[src/rtl/mem_arbiter.sv]
// mem_arbiter: round-robin I/D arbiter sequencing a fixed-latency single-port memory; ports: i_* fetch side, d_* data side, mem_* memory command, stall_* pipeline stalls
module mem_arbiter #(
  parameter int LATENCY = 4,
  parameter int AW = 16,
  parameter int DW = 16
) (
  input  logic          clk,
  input  logic          rst,
  input  logic          i_req,
  input  logic [AW-1:0] i_addr,
  output logic [DW-1:0] i_data,
  output logic          i_valid,
  output logic          stall_i,
  input  logic          d_req,
  input  logic          d_wr,
  input  logic [AW-1:0] d_addr,
  input  logic [DW-1:0] d_wdata,
  output logic [DW-1:0] d_rdata,
  output logic          d_valid,
  output logic          stall_d,
  output logic          mem_en,
  output logic          mem_wr,
  output logic [AW-1:0] mem_addr,
  output logic [DW-1:0] mem_wdata,
  input  logic [DW-1:0] mem_rdata
);
  localparam int CW = LATENCY > 1 ? $clog2(LATENCY) : 1;
  typedef enum logic [1:0] {IDLE, BUSY_I, BUSY_D} state_t;
  state_t state, state_nx;
  logic [CW-1:0] cnt;
  logic last_d, cap_wr, ir, dr, grant, grant_d, done;
  always_comb begin
    ir = i_req & ~i_valid;
    dr = d_req & ~d_valid;
    grant = state == IDLE && (ir | dr);
    grant_d = dr & (~ir | ~last_d);
    done = cnt == CW'(LATENCY - 1);
    state_nx = state == IDLE ? (grant ? (grant_d ? BUSY_D : BUSY_I) : IDLE) : (done ? IDLE : state);
    mem_en = state != IDLE;
    mem_wr = mem_en & cap_wr;
    stall_i = i_req & ~i_valid;
    stall_d = d_req & ~d_valid;
  end
  always_ff @(posedge clk or posedge rst) begin
    if (rst) begin
      state <= IDLE;
      cnt <= '0;
      last_d <= 1'b0;
      cap_wr <= 1'b0;
      mem_addr <= '0;
      mem_wdata <= '0;
      i_data <= '0;
      d_rdata <= '0;
      i_valid <= 1'b0;
      d_valid <= 1'b0;
    end else begin
      state <= state_nx;
      cnt <= (state == IDLE || done) ? '0 : cnt + 1'b1;
      i_valid <= state == BUSY_I && done;
      d_valid <= state == BUSY_D && done;
      if (grant) begin
        last_d <= grant_d;
        mem_addr <= grant_d ? d_addr : i_addr;
        cap_wr <= grant_d & d_wr;
        if (grant_d) mem_wdata <= d_wdata;
      end
      if (state == BUSY_I && done) i_data <= mem_rdata;
      if (state == BUSY_D && done && !cap_wr) d_rdata <= mem_rdata;
    end
  end
endmodule

[config.mk]
export PLATFORM = sky130hd
export DESIGN_NAME = mem_arbiter
export DESIGN_NICKNAME = d
export VERILOG_FILES = /design/src/rtl/mem_arbiter.sv
export SDC_FILE = /design/constraint.sdc
export NUM_CORES = 1
export LEC_CHECK = 0
export ABC_AREA = 1
export CORE_ASPECT_RATIO = 0.8
export CORE_MARGIN = 2
export CORE_UTILIZATION = 37
export DETAILED_ROUTE_END_ITERATION = 8
export PLACE_DENSITY_LB_ADDON = 0.2
export SLEW_MARGIN = 10
export SYNTH_ARGS = -nofsm -noshare
export SYNTH_HDL_FRONTEND = slang
export SYNTH_SLANG_ARGS = --single-unit
[constraint.sdc]
create_clock -name clk -period 2.1 [get_ports clk]
set_input_delay 0.42 -clock clk [delete_from_list [all_inputs] [get_ports clk]]
set_output_delay 0.42 -clock clk [all_outputs]
set_load 0.03 [all_outputs]
==> impl_metrics.toml <==
[sta]
skew_ps = 7.78
tightest_slew_ps = 373
post-route-min-period_ps = 1930
fin_ws_ps = 173
timing.final.crit_share = 0.917
timing.fmax_mhz = 519
rsz0062_at_grt = "no"
setup_tns_ps = 0
slew_headroom = 0.751
slew_violations = 0
setup_viol = 0
final-hold-violation-count = 0

[cells_and_area]
regArea_um2 = 1800
nFillCells = 745
stdcell_count = 605
area_growth_pct = 56.8
drive_gt1_frac = 0.0805
fin_nets = 562
multi_input_area_um2 = 1010
utilization = 0.598
antenna_cells = 0

[critical_path]
path_max_fanout = 3
worstSetupPathType = "register to output port"
critical_path_arrival_ps = 1510
critPathMaxStageDelay_ps = 710
cp_cell_sequence = "clkdlybuf4s50_1"
worstRegToRegCells = 7
crit_path_end_kind = "output port"
crit_family = "buffers and inverters"
r2r-end = "last_d"
cp_slowest_cell = "clkdlybuf4s50_1"
crit_buf_inv = 1
cp.required_ps = 1680
r2r_start = "state[0]"
startpoint_type = "register"
r2r_slack_ps = 470

[logic_synthesis]
synth_cells = 348
async_flop_share = 1.00
post-synth-top-area-cell = "dfrtp_1"
ys_seq_elements = 72
synth_seq_area_share = 0.598
synth.avg_cell_area_um2 = 8.66
yosysMostFrequentCell = "nand2_1"
synth_fp_nets = 418
netlist_top_cells_area = "dfrtp_1, nand2_1, nand3_1, inv_1, o21ai_0"
synthTopCellsByCount = "nand2_1, dfrtp_1, nand3_1"
synth_warnings = 0
synth_top_area_share = 0.598
synth_area_um2 = 3010
yosys_most_used_dff = "dfrtp_1"
synth_edf_count = 0
synth_cell_types = 20

[die]
die_area_um2 = 8890
fp.dieH_um = 84.7
num_rows = 29
start_util = 0.381
core-area_um2 = 7910
die_x_um = 105
ios = 139

[drt]
ant_nets = 0
avgViaCountPerCell = 4.55
drc = 0
drt-initial-drc-count = 157
dr.pass1.iters = 5
wirelength_mm = 7.72
wl_per_cell_um = 12.8
via_count = 2750

[global_routing]
grt_antenna_before_repair = 0
gr-total-overflow = 0
grt_pass1_vias = 2775
grt_pass1_wl_mm = 13.2
grtUsageTotal = 0.187
grt_max_degree = 73

[clock_network]
clock_sinks = 72
cts_root_buf = "clkbuf_8"
h-tree-depth = 3
cts_buffers = 9
cts_buffer_depth = 2
clk_latency_ps = 340
cts_tree = "built"
post-cts-setup-buffers = 0
clkSlewWorstSetupHoldPaths_ps = 80

[placement]
dp_hpwl_mm = 5.55
place.gp.congestion = 0.785
pre_cts_slack_ps = 264
io_buffers = 138
dp.cells = 589

[worst_hold_path]
min-delay-start = "cnt[0]"
hp-class = "register to register"
worstHoldEndpoint = "cnt[0]"
hold_depth = 1

[run_status]
status = "completed"

[power_and_ir_drop]
leakage_nw = 2.35
power.density_nw_per_um2 = 1580
worst_ir_drop_vdd_mv = 0.728

[run]
maxCapViolations = 0
cell families after synthesis:
logic type	count (synthesis)	share of synthesized area
simple gates	196	0.271
compound gates	35	0.0619
flops	72	0.598
fa+ha+maj	1	0.00415
buf+inv	44	0.0656
layer usage:
metal / part of all wire / global-route usage
met1: 0.45 / 0.240
met2: 0.46 / 0.301
met3: 0.081 / 0.0714
met4: 0.0070 / 0.0436
met5: 0 / 0
layout make-up:
cell class | count | area share
well taps | 108 | 0.0286
inverters | 29 | 0.0244
clock buffers | 9 | 0.0262
repair buffers | 148 | 0.310
flip-flops and latches | 72 | 0.381
multi-input cells | 232 | 0.215
clock inverters | 7 | 0.0154
timing repair:
item / 4_1_cts / 5_1_grt
setup endpoints to repair: 0 / 1
hold buffers: 0 / 0
gates resized for setup: 0 / 1
registers in the layout, summed over array words and instances (netlist names):
| signal | cells |
|---|---|
| cnt | 2 |
| i_valid | 1 |
| d_rdata | 16 |
| cap_wr | 1 |
| state | 2 |
| mem_addr | 16 |
| d_valid | 1 |
| i_data | 16 |
| mem_wdata | 16 |
| last_d | 1 |
stage by stage:
step	total power [mW]	hold slack, ps	instance area [um^2]
finish	7.46	447	4730
global route	7.99	460	4730
CTS	7.59	455	4720
detailed placement	6.46	445	4530
global placement	6.39	421	4530
floorplan	4.73	408	3020
report_power, final:
group          total [mW]  internal, mW  leakage (nW)  switching, mW
Combinational        3.96          1.60          1.38           2.36
Sequential           2.43          2.05         0.880          0.372
Clock                1.07         0.548        0.0952          0.523
Total                7.46          4.20          2.35           3.26
worst max-delay path by stage:
stage	from	end	cells past startpoint
floorplan	state[0]	mem_wr	4
global placement	i_req	last_d	6
detailed placement	i_req	last_d	6
CTS	state[0]	mem_wr	3
global route	d_valid	d_valid	1
finish	d_valid	d_valid	1
layout by cell type (no fill, tap or decap):
master,n
clkdlybuf4s50_1,134
nor2_1,3
dlymetal6s2s_1,1
nor2_4,1
o21ai_1,16
o21ai_0,18
inv_1,25
inv_2,2
nor2_2,1
ha_1,1
inv_4,1
buf_4,12
a21oi_4,1
nand2_1,153
clkbuf_8,9
nor3_2,1
clkinvlp_4,3
bufinv_16,1
clkinv_4,2
nand2_4,2
dfrtp_1,72
nand3_1,34
buf_12,1
nand3_2,1
clkinv_2,2
Note: power is estimated with default switching activity, not from simulation.
